==> config.mk <==
export PLATFORM = sky130hd
export DESIGN_NAME = regfile_dump
export DESIGN_NICKNAME = d
export VERILOG_FILES = /design/src/rtl/regfile_dump.sv
export SDC_FILE = /design/constraint.sdc
export NUM_CORES = 1
export LEC_CHECK = 0
export BUFFER_PORTS_ARGS = -buffer_cell sky130_fd_sc_hd__buf_2
export CORE_MARGIN = 4
export CORE_UTILIZATION = 45
export CTS_CLUSTER_DIAMETER = 40
export CTS_CLUSTER_SIZE = 25
export DETAILED_ROUTE_END_ITERATION = 6
export PLACE_DENSITY = 0.69
export SYNTH_ARGS = -nofsm -noshare
export SYNTH_HDL_FRONTEND = slang
export SYNTH_SLANG_ARGS = --single-unit
export TNS_END_PERCENT = 20
==> constraint.sdc <==
create_clock -name clk -period 1.65 [get_ports clk]
set_input_delay 0 -clock clk [delete_from_list [all_inputs] [get_ports clk]]
set_output_delay 0 -clock clk [all_outputs]
set_load 0.05 [all_outputs]
==> src/rtl/regfile_dump.sv <==
// rtl/regfile_dump.sv - register file readout engine streaming framed bytes
module regfile_dump #(
    parameter int         NREGS = 8,
    parameter int         DW    = 32,
    parameter logic [4:0] HDR   = 5'b10100
) (
    input  logic          clk,
    input  logic          rst_n,
    input  logic          start,
    input  logic [2:0]    lo_reg,
    input  logic [2:0]    hi_reg,
    output logic [2:0]    ra,
    input  logic [DW-1:0] rd,
    output logic [7:0]    out_data,
    output logic          out_valid,
    input  logic          out_ready,
    output logic          out_last,
    output logic          busy,
    output logic          done
);

    typedef enum logic [1:0] {
        IDLE = 2'd0,
        LOAD = 2'd1,
        SEND = 2'd2
    } state_t;

    state_t          state;
    state_t          state_nx;
    logic [2:0]      idx;
    logic [2:0]      end_idx;
    logic [2:0]      cnt;
    logic [DW-1:0]   snap;
    logic [2:0]      ra_q;
    logic            done_q;

    logic            fire;
    logic            last_byte;
    logic            at_end;
    logic [2:0]      idx_inc;

    assign fire      = (state == SEND) && out_ready;
    assign last_byte = (cnt == 3'd4);
    assign at_end    = (idx == end_idx);
    assign idx_inc   = (idx == 3'(NREGS - 1)) ? 3'd0 : idx + 3'd1;

    // State register
    always_ff @(posedge clk or negedge rst_n) begin
        if (!rst_n) begin
            state <= IDLE;
        end else begin
            state <= state_nx;
        end
    end

    // Next-state logic: one LOAD cycle per register, five SEND bytes each
    always_comb begin
        state_nx = state;
        case (state)
            IDLE: if (start) state_nx = LOAD;
            LOAD: state_nx = SEND;
            SEND: if (fire && last_byte) state_nx = at_end ? IDLE : LOAD;
            default: state_nx = IDLE;
        endcase
    end

    // Datapath: range latch, snapshot capture, byte counter and done pulse
    always_ff @(posedge clk or negedge rst_n) begin
        if (!rst_n) begin
            idx     <= 3'd0;
            end_idx <= 3'd0;
            cnt     <= 3'd0;
            snap    <= '0;
            ra_q    <= 3'd0;
            done_q  <= 1'b0;
        end else begin
            done_q <= fire && last_byte && at_end;
            case (state)
                IDLE: begin
                    if (start) begin
                        idx     <= lo_reg;
                        end_idx <= hi_reg;
                    end
                end
                LOAD: begin
                    snap <= rd;
                    cnt  <= 3'd0;
                    ra_q <= idx;
                end
                SEND: begin
                    if (fire) begin
                        if (!last_byte) begin
                            cnt <= cnt + 3'd1;
                        end else if (!at_end) begin
                            idx <= idx_inc;
                        end
                    end
                end
                default: ;
            endcase
        end
    end

    // Outputs: read address follows idx only in LOAD, stream byte muxed from snapshot
    always_comb begin
        ra        = (state == LOAD) ? idx : ra_q;
        busy      = (state != IDLE);
        out_valid = (state == SEND);
        out_last  = (state == SEND) && last_byte && at_end;
        done      = done_q;
        out_data  = 8'd0;
        if (state == SEND) begin
            case (cnt)
                3'd0:    out_data = {HDR, idx};
                3'd1:    out_data = snap[7:0];
                3'd2:    out_data = snap[15:8];
                3'd3:    out_data = snap[23:16];
                3'd4:    out_data = snap[31:24];
                default: out_data = 8'd0;
            endcase
        end
    end

endmodule
==> summary.log <==
INFO  drt            wl_per_cell=14.3µm
INFO  sta            worst_clock_skew=0.00649ns
INFO  clock_tree     clock-sinks=47
INFO  power          p_leak=1.70nW
INFO  drt            dr_total_vias=2169
INFO  critical_path  worst-path-max-fanout=3
INFO  floorplan      core_area=4880µm²
INFO  yosys          sequential_fraction_of_the_synthesis_area=0.503
INFO  placed_design  placed_cell_area=2790µm²
INFO  critical_path  launch_point_of_the_worst_path=cnt[0]
INFO  power          pwr-share-clk=0.104
INFO  sta            setup_viol_count_final=8
INFO  global_routing gr-total-overflow=0
INFO  power          vdd.ir_drop.worst=1.22mV
INFO  yosys          syn-num-nets=309
INFO  yosys          number_of_synthesis_warnings=0
INFO  power          intPower=3.37mW
INFO  global_routing grt_first_pass_wirelength=10.3mm
INFO  yosys          synth_top_area_frac=0.503
INFO  clock_tree     cts_buffers=5
INFO  floorplan      io_pins=57
INFO  placed_design  post-place-cells=392
INFO  yosys          synth_area_leaders=dfrtp_1 50%, nand2_1 20%, ha_1 3.7%
INFO  clock_tree     root_buffer=clkbuf_8
INFO  clock_tree     ctsLongestPathBuffers=2
INFO  sta            grt_setup_unrepaired=yes
INFO  power          power.share.combinational=0.545
INFO  critical_path  crit_path_end_kind=output pin
INFO  layout         num-nets-final=420
INFO  critical_path  worstSetupStartpointType=register
INFO  layout         final_cell_mix=124 x nand2_1, 47 x buf_2, 45 x dfrtp_1, 38 x dlygate4sd3_1, 24 x buf_4
INFO  yosys          area_of_the_mapped_netlist=2340µm²
INFO  layout         post_layout_instance_count_excluding_filler_cells=437
INFO  floorplan      dieWidth=80.1µm
INFO  drt            route.antenna.remaining_nets=0
INFO  critical_path  setup.worst_path.class=register to output pin
INFO  floorplan      initial_core_util=0.479
INFO  critical_path  worstPathArrival=1.80ns
INFO  drt            vias_per_cell=4.96
INFO  placed_design  dp_hpwl=4.14mm
INFO  clock_tree     clock_edge_transition_at_the_registers_on_the_reported_setup_and_hold_paths=0.08ns
INFO  sta            tightestPinTransition=0.291ns
INFO  yosys          synth_area_leader_cell=dfrtp_1
INFO  power          power.density_cell_area=1790nW/µm²
INFO  sta            finalMaxSlewViolations=0
INFO  sta            hold_violation_count_in_the_final_report=0
INFO  power          share_seq_of_total_power=0.352
INFO  yosys          count_of_different_cell_masters_after_synthesis=36
INFO  yosys          yosys_register_bits=47
INFO  drt            drc=0
INFO  drt            routed_wirelength=6.23mm
INFO  clock_tree     clk_latency=0.30ns
INFO  layout         finish.instance_area=3430µm²
INFO  layout         layout_commonest_cell=nand2_1
INFO  global_routing number_of_global_route_vias_before_repair=2139
INFO  layout         n_antenna_cell=0
INFO  yosys          synth_area_per_inst=9.00µm²
INFO  layout         drive_above_1_share=0.311
INFO  placed_design  gpl.final_weighted_congestion=0.915
INFO  global_routing grt.total_usage=0.211
INFO  sta            slew-limit-headroom=0.804
INFO  global_routing grt_max_degree=48
INFO  global_routing initial_antenna_violation_count=0
INFO  sta            finalWorstSetupSlack=-0.151ns
INFO  drt            drt_first_iter_violations=158
INFO  floorplan      chipHeight=80.1µm
INFO  yosys          synthesized_instance_count=260
INFO  run_status     outcome=complete, but fails checks
INFO  placed_design  port_buffers=56
INFO  floorplan      die_area=6420µm²
INFO  power          netSwitchingFraction=0.450
INFO  sta            fin_worst_hold_slack=0.0316ns
INFO  worst_hold_path timing.hold.worst.start=out_ready
INFO  critical_path  timing.critical_path.required=1.65ns
INFO  floorplan      num_rows=25
INFO  sta            fin_crit_sh=1.09
INFO  flow_run       max_cap_violation_count=0
INFO  layout         syn_to_final_growth=46.4%
INFO  sta            timing.final.crit_period=1.80ns
INFO  worst_hold_path holdCritPathClass=primary input to register
INFO  drt            drt_first_pass_iters=4
INFO  sta            finalSetupTns=-1.12ns
INFO  critical_path  worst_r2r_startpoint=cnt[1]
INFO  run_status     failed_checks=negative setup slack
INFO  power          net_switching_component_of_the_power=2.76mW
INFO  clock_tree     h-tree-depth=2
INFO  power          power=6.12mW
INFO  clock_tree     tritoncts=done
INFO  sta            highest_clock_frequency_the_design_can_meet=555MHz
final cells by class:
type	instances	area (µm²)
timing repair buffer	116	883
fill	390	1450
sequential	47	1180
multi-input combinational	194	1180
inverter	7	31.3
tap	67	83.8
clock buffer	6	72.6
sequential cells by signal, summed over array words and instances, names as in the netlist:
name and flops:
done 1, cnt 3, end_idx 3, state 2, idx 3, snap 32
ra_q 3
worst paths after layout:
path	end	slack, ns	cells past startpoint
worst max-delay path	out_data[1]	-0.15	8
worst min-delay path	done	0.03	3
worst max register to register	idx[1]	0.11	7
worst min register to register	ra_q[0]	0.47	2
max in group asynchronous	cnt[0]	1.18	3
min in group asynchronous	snap[6]	0.23	3
power groups by stage:
| stage | logic, mW | clock network (mW) | registers (mW) |
|---|---|---|---|
| finish | 3.34 | 0.635 | 2.15 |
| global route | 3.69 | 0.688 | 2.21 |
| CTS | 3.20 | 0.649 | 2.14 |
| detailed placement | 2.95 | 0 | 2.12 |
| global placement | 2.88 | 0 | 2.13 |
| floorplan | 2.22 | 0 | 1.99 |
synthesized netlist by cell type (all sizes together):
library cell and count:
a21oi 11, a222oi 3, a22o 5, a22oi 3
a31oi 3, a32oi 3, a41oi 2, and2 1
buf 12, clkinv 1, dfrtp 47, ha 7
inv 6, mux2 3, mux2i 1, nand2 124
nand2b 3, nand3 1, nand4 2, nor2 4
nor2b 3, nor3 2, o21ai 5, o22a 1
o311ai 2, o32a 1, or2 1, xnor2 3
cells by family after synthesis:
family / count (synthesis) / synth area share
adders and majority gates: 7 / 0.0374
and+or+nand+nor: 141 / 0.259
buffers and inverters: 19 / 0.0487
muxes: 4 / 0.0187
xor gates and xnor gates: 3 / 0.0112
DFF: 47 / 0.503
AOI/OAI and AO/OA: 39 / 0.122
routing by layer:
layer	track usage	vias to the layer above	part of all wire
met3	0.0404	9	0.050
met2	0.362	66	0.51
li1	-	1080	-
met4	0.0625	0	0.018
met1	0.268	1014	0.43
met5	0	-	0
worst max-delay path: stages (launching register included):
cell     delay (ns)
dfrtp_2        0.45
buf_6          0.14
ha_4           0.16
nor3_2         0.14
nor2_2         0.07
o21ai_2        0.17
buf_4          0.15
a21oi_1        0.04
buf_4          0.21
per-stage QoR:
step | utilization | setup WS, ns
floorplan | - | -0.285
global placement | 0.572 | 0.0650
detailed placement | 0.572 | -0.0170
CTS | 0.690 | -0.147
global route | 0.702 | -0.245
finish | 0.702 | -0.151
timing repair:
action | in CTS | in global routing
setup endpoints to repair | 9 | 12
hold endpoints to repair | 84 | 0
setup buffers | 2 | 0
pin swaps | 8 | 1
hold buffers | 38 | 0
gates resized for setup | 33 | 13
(Power assumes the default switching activity.)
